`config.mk`:
```
export PLATFORM = sky130hd
export DESIGN_NAME = branch_cond_unit_flat
export DESIGN_NICKNAME = d
export VERILOG_FILES = /design/src/rtl/branch_cond_unit_pkg.sv /design/src/rtl/branch_cond_unit_if.sv /design/src/rtl/branch_cond_unit_cond_eval.sv /design/src/rtl/branch_cond_unit.sv /design/src/flat_wrapper.sv
export SDC_FILE = /design/constraint.sdc
export NUM_CORES = 1
export LEC_CHECK = 0
export ABC_AREA = 0
export CAP_MARGIN = 20
export CORE_UTILIZATION = 25
export CTS_BUF_LIST = sky130_fd_sc_hd__clkbuf_4
export DETAILED_ROUTE_END_ITERATION = 8
export PLACE_DENSITY_LB_ADDON = 0.12
export SYNTH_ARGS = -nofsm -noshare
export SYNTH_HDL_FRONTEND = slang
export SYNTH_SLANG_ARGS = --single-unit
```
`constraint.sdc`:
```
create_clock -name i_clk -period 4.25 [get_ports i_clk]
set_clock_uncertainty 0.1 [all_clocks]
set_input_delay 0.85 -clock i_clk [delete_from_list [all_inputs] [get_ports i_clk]]
set_output_delay 0.85 -clock i_clk [all_outputs]
set_load 0.01 [all_outputs]
```
`src/rtl/branch_cond_unit_pkg.sv`:
```
// Shared types for the branch condition unit: condition codes, flag bundle, FSM states.
// Relative branching is enabled by defining BRANCH_RELATIVE_EN.
package branch_pkg;

  localparam int AW_DEF = 16;

  localparam logic [3:0] COND_AL  = 4'h0;
  localparam logic [3:0] COND_Z   = 4'h1;
  localparam logic [3:0] COND_NZ  = 4'h2;
  localparam logic [3:0] COND_C   = 4'h3;
  localparam logic [3:0] COND_NC  = 4'h4;
  localparam logic [3:0] COND_N   = 4'h5;
  localparam logic [3:0] COND_NN  = 4'h6;
  localparam logic [3:0] COND_O   = 4'h7;
  localparam logic [3:0] COND_NO  = 4'h8;
  localparam logic [3:0] COND_D0  = 4'h9;
  localparam logic [3:0] COND_ND0 = 4'hA;
  localparam logic [3:0] COND_LT  = 4'hB;
  localparam logic [3:0] COND_GE  = 4'hC;
  localparam logic [3:0] COND_LE  = 4'hD;
  localparam logic [3:0] COND_GT  = 4'hE;
  localparam logic [3:0] COND_NV  = 4'hF;

  typedef struct packed {
    logic cf;
    logic of;
    logic nf;
    logic zf;
    logic d0;
  } flags_t;

  typedef enum logic [2:0] {
    IDLE     = 3'd0,
    EVAL     = 3'd1,
    FETCH_LO = 3'd2,
    FETCH_HI = 3'd3,
    LOAD     = 3'd4,
    SKIP     = 3'd5
  } state_t;

endpackage

```
`src/rtl/branch_cond_unit_if.sv`:
```
// Decoder / flag / memory / PC-update bundle; signal direction names are from the unit's view.
interface branch_cond_unit_if #(parameter int AW = 16);
  import branch_pkg::*;

  logic          i_start;
  logic [3:0]    i_cond;
  logic          i_rel;
  flags_t        i_flags;
  logic [AW-1:0] i_pc;
  logic          o_mem_req;
  logic [AW-1:0] o_mem_addr;
  logic [7:0]    i_mem_rdata;
  logic          i_mem_ack;
  logic          o_pc_load;
  logic [AW-1:0] o_pc_next;
  logic          o_taken;
  logic          o_busy;
  logic          o_done;

  modport master (
    output i_start, i_cond, i_rel, i_flags, i_pc, i_mem_rdata, i_mem_ack,
    input  o_mem_req, o_mem_addr, o_pc_load, o_pc_next, o_taken, o_busy, o_done
  );

  modport slave (
    input  i_start, i_cond, i_rel, i_flags, i_pc, i_mem_rdata, i_mem_ack,
    output o_mem_req, o_mem_addr, o_pc_load, o_pc_next, o_taken, o_busy, o_done
  );
endinterface

```
`src/rtl/branch_cond_unit_cond_eval.sv`:
```
// Pure combinational condition-code evaluator: 4-bit code plus flags -> branch taken.
module cond_eval
  import branch_pkg::*;
(
  input  logic [3:0] i_cond,
  input  flags_t     i_flags,
  output logic       o_taken
);

  logic w_lt;
  assign w_lt = i_flags.nf ^ i_flags.of;

  always_comb begin
    // NOTE: default first so every path assigns o_taken and no latch is inferred.
    o_taken = 1'b0;
    case (i_cond)
      COND_AL:  o_taken = 1'b1;
      COND_Z:   o_taken = i_flags.zf;
      COND_NZ:  o_taken = !i_flags.zf;
      COND_C:   o_taken = i_flags.cf;
      COND_NC:  o_taken = !i_flags.cf;
      COND_N:   o_taken = i_flags.nf;
      COND_NN:  o_taken = !i_flags.nf;
      COND_O:   o_taken = i_flags.of;
      COND_NO:  o_taken = !i_flags.of;
      COND_D0:  o_taken = i_flags.d0;
      COND_ND0: o_taken = !i_flags.d0;
      COND_LT:  o_taken = w_lt;
      COND_GE:  o_taken = !w_lt;
      COND_LE:  o_taken = i_flags.zf | w_lt;
      COND_GT:  o_taken = !i_flags.cf & !i_flags.zf;
      default:  o_taken = 1'b0;
    endcase
  end

endmodule

```
`src/rtl/branch_cond_unit.sv`:
```
// Conditional-jump sequencer: evaluates the captured condition, fetches the target bytes
// on a taken branch, and strobes the next PC. BRANCH_RELATIVE_EN adds 8-bit relative jumps.
module branch_cond_unit
  import branch_pkg::*;
#(
  parameter int AW = AW_DEF
) (
  input logic               i_clk,
  input logic               i_rst_n,
  branch_cond_unit_if.slave bus
);

  state_t        r_state;
  logic [3:0]    r_cond;
  flags_t        r_flags;
  logic [AW-1:0] r_pc;
  logic [7:0]    r_lo;
  logic          r_mem_req;
  logic [AW-1:0] r_mem_addr;
  logic          r_pc_load;
  logic [AW-1:0] r_pc_next;
  logic          r_taken;
  logic          r_busy;
  logic          r_done;
  logic          w_taken;
  logic          w_rel;
  logic [AW-1:0] w_rel_target;

  cond_eval u_cond_eval (
    .i_cond  (r_cond),
    .i_flags (r_flags),
    .o_taken (w_taken)
  );

`ifdef BRANCH_RELATIVE_EN
  logic r_rel;
  assign w_rel = r_rel;
`else
  logic w_unused_rel;
  assign w_unused_rel = bus.i_rel;
  assign w_rel        = 1'b0;
`endif

  // Offset is relative to the byte after the operand; wraps modulo 2^AW.
  assign w_rel_target = r_pc + AW'(1) + {{(AW-8){bus.i_mem_rdata[7]}}, bus.i_mem_rdata};

  // NOTE: sequential state uses non-blocking assignments only, so every register sees
  // pre-edge values regardless of statement order.
  always_ff @(posedge i_clk or negedge i_rst_n) begin
    if (!i_rst_n) begin
      r_state    <= IDLE;
      r_cond     <= '0;
      r_flags    <= '0;
      r_pc       <= '0;
      r_lo       <= '0;
      r_mem_req  <= 1'b0;
      r_mem_addr <= '0;
      r_pc_load  <= 1'b0;
      r_pc_next  <= '0;
      r_taken    <= 1'b0;
      r_busy     <= 1'b0;
      r_done     <= 1'b0;
`ifdef BRANCH_RELATIVE_EN
      r_rel      <= 1'b0;
`endif
    end else begin
      r_pc_load <= 1'b0;
      r_done    <= 1'b0;
      case (r_state)
        IDLE: begin
          if (bus.i_start) begin
            r_cond  <= bus.i_cond;
            r_flags <= bus.i_flags;
            r_pc    <= bus.i_pc;
`ifdef BRANCH_RELATIVE_EN
            r_rel   <= bus.i_rel;
`endif
            r_busy  <= 1'b1;
            r_state <= EVAL;
          end
        end
        EVAL: begin
          r_taken <= w_taken;
          if (w_taken) begin
            r_mem_req  <= 1'b1;
            r_mem_addr <= r_pc;
            r_state    <= FETCH_LO;
          end else begin
            r_pc_next <= w_rel ? r_pc + AW'(1) : r_pc + AW'(2);
            r_pc_load <= 1'b1;
            r_done    <= 1'b1;
            r_state   <= SKIP;
          end
        end
        FETCH_LO: begin
          if (bus.i_mem_ack) begin
            r_lo <= bus.i_mem_rdata;
            if (w_rel) begin
              r_mem_req <= 1'b0;
              r_pc_next <= w_rel_target;
              r_pc_load <= 1'b1;
              r_done    <= 1'b1;
              r_state   <= LOAD;
            end else begin
              r_mem_addr <= r_pc + AW'(1);
              r_state    <= FETCH_HI;
            end
          end
        end
        FETCH_HI: begin
          if (bus.i_mem_ack) begin
            r_mem_req <= 1'b0;
            r_pc_next <= {bus.i_mem_rdata, r_lo};
            r_pc_load <= 1'b1;
            r_done    <= 1'b1;
            r_state   <= LOAD;
          end
        end
        LOAD, SKIP: begin
          r_busy  <= 1'b0;
          r_state <= IDLE;
        end
        default: r_state <= IDLE;
      endcase
    end
  end

  assign bus.o_mem_req  = r_mem_req;
  assign bus.o_mem_addr = r_mem_addr;
  assign bus.o_pc_load  = r_pc_load;
  assign bus.o_pc_next  = r_pc_next;
  assign bus.o_taken    = r_taken;
  assign bus.o_busy     = r_busy;
  assign bus.o_done     = r_done;

endmodule
```
`src/flat_wrapper.sv`:
```
// flat-port wrapper written by rule: the top's interface ports become plain ports
module branch_cond_unit_flat import branch_pkg::*;
#(
  parameter int AW = AW_DEF
)
  (i_clk, i_rst_n, bus_i_start, bus_i_cond, bus_i_rel, bus_i_flags, bus_i_pc, bus_i_mem_rdata, bus_i_mem_ack, bus_o_mem_req, bus_o_mem_addr, bus_o_pc_load, bus_o_pc_next, bus_o_taken, bus_o_busy, bus_o_done);
  branch_cond_unit_if #(.AW(AW)) bus_i ();
  input logic i_clk;
  input logic i_rst_n;
  input wire logic [$bits(bus_i.i_start)-1:0] bus_i_start;
  input wire logic [$bits(bus_i.i_cond)-1:0] bus_i_cond;
  input wire logic [$bits(bus_i.i_rel)-1:0] bus_i_rel;
  input wire logic [$bits(bus_i.i_flags)-1:0] bus_i_flags;
  input wire logic [$bits(bus_i.i_pc)-1:0] bus_i_pc;
  input wire logic [$bits(bus_i.i_mem_rdata)-1:0] bus_i_mem_rdata;
  input wire logic [$bits(bus_i.i_mem_ack)-1:0] bus_i_mem_ack;
  output wire logic [$bits(bus_i.o_mem_req)-1:0] bus_o_mem_req;
  output wire logic [$bits(bus_i.o_mem_addr)-1:0] bus_o_mem_addr;
  output wire logic [$bits(bus_i.o_pc_load)-1:0] bus_o_pc_load;
  output wire logic [$bits(bus_i.o_pc_next)-1:0] bus_o_pc_next;
  output wire logic [$bits(bus_i.o_taken)-1:0] bus_o_taken;
  output wire logic [$bits(bus_i.o_busy)-1:0] bus_o_busy;
  output wire logic [$bits(bus_i.o_done)-1:0] bus_o_done;
  assign bus_i.i_start = bus_i_start;
  assign bus_i.i_cond = bus_i_cond;
  assign bus_i.i_rel = bus_i_rel;
  assign bus_i.i_flags = bus_i_flags;
  assign bus_i.i_pc = bus_i_pc;
  assign bus_i.i_mem_rdata = bus_i_mem_rdata;
  assign bus_i.i_mem_ack = bus_i_mem_ack;
  assign bus_o_mem_req = bus_i.o_mem_req;
  assign bus_o_mem_addr = bus_i.o_mem_addr;
  assign bus_o_pc_load = bus_i.o_pc_load;
  assign bus_o_pc_next = bus_i.o_pc_next;
  assign bus_o_taken = bus_i.o_taken;
  assign bus_o_busy = bus_i.o_busy;
  assign bus_o_done = bus_i.o_done;
  branch_cond_unit #(.AW(AW)) u_core (.i_clk(i_clk), .i_rst_n(i_rst_n), .bus(bus_i));
endmodule
```
; ---- After elaboration in Yosys (flattened, before gate mapping)
; Cells that the tools add are included.
[word_totals]
input_bits = 38
word_cells = 83
output_inout_bits = 37
regBits = 72
[op_classes]
addsub = 2
n_mux = 20
bitwise = 3
reduce_logical = 19
n_eq_ne = 24
[ops]
columns = operator, n
row1 = two-way mux 16 bit, 4
row2 = case mux 16 bit (2 select lines), 2
row3 = "equality test 4 bit, second input constant", 7
row4 = "adder 16 x 1 -> 16 bit, second input constant", 1
row5 = "adder 16 x 2 -> 16 bit, second input constant", 1
row6 = "equality test 4 x 3 -> 1 bit, second input constant", 4
row7 = case mux 1 bit (15 select lines), 1
row8 = two-way mux 3 bit, 4
row9 = case mux 3 bit (4 select lines), 1
row10 = AND reduction 3 bit, 4
row11 = "equality test 4 x 2 -> 1 bit, second input constant", 2
row12 = "inequality test 2 bit, second input constant", 4
row13 = "equality test 3 x 2 -> 1 bit, second input constant", 2
row14 = "equality test 3 bit, second input constant", 2
row15 = zero test 1 bit, 6
row16 = case mux 1 bit (2 select lines), 3
row17 = AND reduction 2 bit, 3
row18 = nonzero test 2 bit, 3
row19 = two-way mux 1 bit, 5
row20 = "equality test 4 x 1 -> 1 bit, second input constant", 1
row21 = zero test 4 bit, 1
row22 = "equality test 3 x 1 -> 1 bit, second input constant", 1
row23 = zero test 3 bit, 1
row24 = "inequality test 2 x 1 -> 1 bit, second input constant", 1
row25 = other kinds (4), 4

; ---- Longest topological paths before layout
[logic_depth]
word_depth = 5
depth_mapped = 8
mapped_depth_nobuf = 6

; ---- Cells and area by module
; From an unflattened synthesis, not the netlist that was laid out.
[hier_totals]
cells_unflattened = 362
area_unflattened_um2 = 3606.0
[by_module_without_submodules]
columns = module, area_per_inst_um2, instances, seq_area_each_um2, cells_each
row1 = branch_cond_unit, 3415.8, 1, 1801.7, 335
row2 = cond_eval, 190.2, 1, 0.0, 27

; ---- Least setup slack after synthesis
; Ideal clock, no wire load.
[synth_timing]
kind = input port to flip-flop
startpoint = in bus_i_start
endpoint = reg u_core.r_flags[2] (netlist name)
cell_stages = 4
arrival_ps = 1992
setup_time_ps = 125
path_slack_ps = 2034
required_time_ps = 4025
cell_sequence = nor4b_1 clkbuf_1 buf_2 mux2_2
[synth_between]
elab_chain_len = 1
[synth_rtl]
columns = item, line
row1 = "start, declared", flat_wrapper.sv:10  ; input wire logic [$bits(bus_i.i_start)-1:0] bus_i_start;
row2 = AND reduction 2 bit (no source line), -
row3 = "end signal, assigned", branch_cond_unit.sv:73  ; r_flags <= bus.i_flags;
row4 = "end, declared", branch_cond_unit.sv:15  ; flags_t r_flags;
; No other way between the ends.
; A chain may end at the register's enable or synchronous reset.

; ---- Worst setup path after layout
[layout_timing]
startpoint = reg u_core.r_state[1]
endpoint = reg u_core.r_mem_addr[15], in the netlist u_core.bus.o_mem_addr[15]
[layout_between]
elab_chain_len = 3
[layout_rtl]
columns = item, line
row1 = "start, declared", branch_cond_unit.sv:13  ; state_t r_state;
row2 = "start signal, assigned", branch_cond_unit.sv:51  ; r_state <= IDLE;
row3 = "start signal, assigned", branch_cond_unit.sv:79  ; r_state <= EVAL;
row4 = "start signal, assigned", branch_cond_unit.sv:87  ; r_state <= FETCH_LO;
row5 = equality test 3 x 1 -> 1 bit / equality test 3 x 2 -> 1 bit (equally long branches), branch_cond_unit.sv:69  ; case (r_state)
row6 = inequality test 2 x 1 -> 1 bit (no source line) (tied with other cells), -
row7 = AND reduction 3 bit (no source line), -
row8 = "end signal, assigned", branch_cond_unit.sv:86  ; r_mem_addr <= r_pc;
row9 = "end signal, assigned", branch_cond_unit.sv:105  ; r_mem_addr <= r_pc + AW'(1);
row10 = "end, declared", branch_cond_unit.sv:19  ; logic [AW-1:0] r_mem_addr;
; Several ways; a longest one is shown, not always the timed one.

==> results.json <==
{
  "cp_top_family": "simple AND/OR/NAND/NOR gates",
  "finalWorstSetupSlack_ns": 1.598,
  "cts_root_buf": "clkbuf_4",
  "dp_slack_ns": 1.163,
  "cp_num_buf_inv": 0,
  "finalCriticalPeriod_ns": 2.652,
  "die_h_um": 125.3,
  "first_global_vias": 2600,
  "cp_cell_sequence": "nor3b_4 > nand2_1 > nand4b_1 > a2bb2oi_4 > mux2_2",
  "place.gp.congestion": 0.7574,
  "cts_buffer_depth": 2,
  "rsz0062_at_grt": "false",
  "violations": "DRC",
  "synth_fp_nets": 360,
  "nFillCells": 1473,
  "hold_path_class": "primary input to asynchronous set/reset pin",
  "wl_um": 9065,
  "clk_pin_slew_worst_paths_ns": 0.11,
  "hold_violations": 0,
  "drive_above_1_share_pct": 23.16,
  "maxCapViolations": 0,
  "multi_input_area_sq_mm": 0.001843,
  "coreArea_sq_mm": 0.01470,
  "firstDrtPassIters": 8,
  "syn_area_per_cell_sq_um": 11.88,
  "synthCells": 320,
  "slowest_stage": "a2bb2oi_4",
  "syn-cell-area_sq_mm": 0.003802,
  "clk_latency_ns": 0.44,
  "synth-async-reset-ratio_pct": 100.0,
  "final_net_count": 428,
  "synth.ff_latch_count": 72,
  "final_max_slew_viol_count": 0,
  "slowest_delay_ns": 0.59,
  "viasPerCell": 4.418,
  "power_leakage_nw": 1.914,
  "area_growth_pct": 26.46,
  "port-buffer-count": 73,
  "seqCellArea_sq_mm": 0.001802,
  "ctsHoldBuffers": 0,
  "finalCritPeriodShare_pct": 62.41,
  "synth_ff_type": "dfrtp_1",
  "setup_violations": 0,
  "num_antenna_cells": 0,
  "seq_area_frac_synth_pct": 47.38,
  "synth_cell_types": 48,
  "worst_slew_pin_slew_ns": 0.8289,
  "critical_path_class": "flip-flop to flip-flop",
  "vias": 2549,
  "grt_max_degree": 73,
  "status": "complete, but fails checks",
  "dp_hpwl_um": 6511,
  "synth_edf_count": 0,
  "setup.worst_path.end_class": "flip-flop",
  "start_util_pct": 25.87,
  "cts_tree": "built",
  "startpoint_type": "flip-flop",
  "drc": 5,
  "wire_per_inst_um": 15.71,
  "ys_warn_count": 0,
  "placementRows": 44,
  "grtUsageTotal_pct": 12.56,
  "die-width_um": 125.3,
  "ant_nets": 0,
  "antenna_found_initial": 0,
  "post_cts_buffers": 0,
  "htreeDepth": 3,
  "dieArea_sq_mm": 0.01571,
  "cts_made_buffers": 9,
  "cp_data_required_time_ns": 4.48,
  "arrival_ns": 2.88,
  "total_power_mw": 3.823,
  "max_clock_freq_mhz": 377.0,
  "dr.first_iter.drc_count": 82,
  "crit_fanout": 16,
  "irDropWorstVdd_mv": 0.2326,
  "overflow": 0,
  "pin_count": 75,
  "pwr_density_cell_mw_per_mm2": 795.1,
  "grt_pass1_wl_um": 14720,
  "final.setup.tns_ns": 0,
  "cts.sinks": 72,
  "post_cts_resize_count": 0,
  "relSlewSlack_pct": 44.74
}
[metal layers]
metal  part of all wire [%]  GRT usage (%)  vias up
met5                      0              0        -
met4                    1.6          4.017        0
met3                    5.7          5.049        7
met2                     45          19.16       70
met1                     48          16.18     1212
li1                       -              -     1260
[state kept, by name, indices dropped and copies added, names as in the netlist]
register               count
u_core.r_pc               16
u_core.bus.o_mem_req       1
u_core.bus.o_done          1
u_core.bus.o_mem_addr     16
u_core.bus.o_taken         1
u_core.r_flags             5
u_core.r_state             3
u_core.r_cond              4
u_core.bus.o_pc_next      16
u_core.r_lo                8
u_core.bus.o_busy          1
[report_power, final]
group	internal [mW]	switching, mW
clock network	0.256	0.245
logic	1.14	0.775
registers	1.04	0.371
[kinds of logic after synthesis]
kind of cell	synth area share (%)
adders and majority gates	0.6580
xor gates and xnor gates	6.450
DFF	47.38
muxes	21.49
AOI/OAI and AO/OA	5.957
and+or+nand+nor	13.75
buffers and inverters	4.310
[worst paths after layout]
| path | start | cells past startpoint | to | slack (ns) |
|---|---|---|---|---|
| worst min-delay path | i_rst_n | 1 | u_core.r_pc[2]$_DFFE_PN0P_ | 0.26 |
| worst min register to register | u_core.bus.o_busy$_DFFE_PN0P_ | 1 | u_core.bus.o_busy$_DFFE_PN0P_ | 0.39 |
| worst max-delay path | u_core.r_state[1]$_DFFE_PN0P_ | 5 | u_core.bus.o_mem_addr[15]$_DFFE_PN0P_ | 1.60 |
| max in group asynchronous | i_rst_n | 2 | u_core.bus.o_mem_addr[14]$_DFFE_PN0P_ | 3.21 |
| worst max register to register | u_core.r_state[1]$_DFFE_PN0P_ | 5 | u_core.bus.o_mem_addr[15]$_DFFE_PN0P_ | 1.60 |
| min in group i_clk | u_core.bus.o_busy$_DFFE_PN0P_ | 1 | u_core.bus.o_busy$_DFFE_PN0P_ | 0.39 |
[cell type report]
| type | count | share of cell area [%] |
|---|---|---|
| clock buffer | 12 | 1.874 |
| clock inverter | 4 | 1.431 |
| sequential | 72 | 37.47 |
| inverter | 5 | 0.3903 |
| multi-input combinational | 225 | 38.33 |
| timing repair buffer | 75 | 15.72 |
| tap | 184 | 4.788 |
[worst register-to-register path, cell delays in order, from the launching register on]
cell and delay (ns):
dfrtp_1 0.53, nor3b_4 0.52, nand2_1 0.20, nand4b_1 0.20, a2bb2oi_4 0.59, mux2_2 0.41
[metrics by stage]
stage | instance area (sq um) | instances | hold WS, ns | utilization (%)
after floorplan | 3802 | 320 | 0.3806 | -
after global placement | 4629 | 560 | 0.3707 | 31.49
after detailed placement | 4629 | 560 | 0.3711 | 31.49
after CTS | 4788 | 576 | 0.4048 | 32.58
after global routing | 4808 | 577 | 0.2462 | 32.71
final | 4808 | 577 | 0.2589 | 32.71
[synth_stat cells, types with 2 or more instances]
| cell type | number | area share [%] |
|---|---|---|
| mux2_4 | 18 | 7.1 |
| dfrtp_1 | 72 | 47 |
| or3b_1 | 3 | 0.69 |
| buf_2 | 5 | 0.66 |
| a21oi_1 | 4 | 0.53 |
| xnor2_1 | 14 | 3.2 |
| and2_1 | 4 | 0.66 |
| nor2b_1 | 2 | 0.33 |
| nand4b_1 | 4 | 0.92 |
| clkbuf_1 | 5 | 0.49 |
| xor2_1 | 14 | 3.2 |
| buf_6 | 3 | 0.89 |
| nand3_1 | 7 | 0.92 |
| nor4b_1 | 2 | 0.46 |
| ha_1 | 2 | 0.66 |
| mux2i_1 | 4 | 1.1 |
| inv_1 | 5 | 0.49 |
| and4_1 | 3 | 0.69 |
| nor2_1 | 10 | 0.99 |
| mux2_2 | 45 | 13 |
| nand4_1 | 6 | 0.99 |
| nor3_1 | 3 | 0.39 |
| nand2_1 | 41 | 4.0 |
| or3_1 | 2 | 0.33 |
| o21ai_0 | 19 | 2.5 |
[cell usage in the layout (no fill, tap or decap), drive strengths merged, types with 2 or more instances in the layout]
master         instances
and4                   3
clkdlybuf4s50         72
buf                    3
xnor2                 14
mux2                  63
dfrtp                 72
a21oi                  4
mux2i                  4
and2                   5
nand2                 41
xor2                  14
or3                    2
nor2                  10
or3b                   3
clkinv                 2
nor3                   3
nand4b                 4
inv                    5
bufinv                 2
clkbuf                12
nand4                  6
ha                     2
and3b                  2
o21ai                 20
nand3                  7
nor4b                  2
nor2b                  3
(Power assumes the default switching activity.)
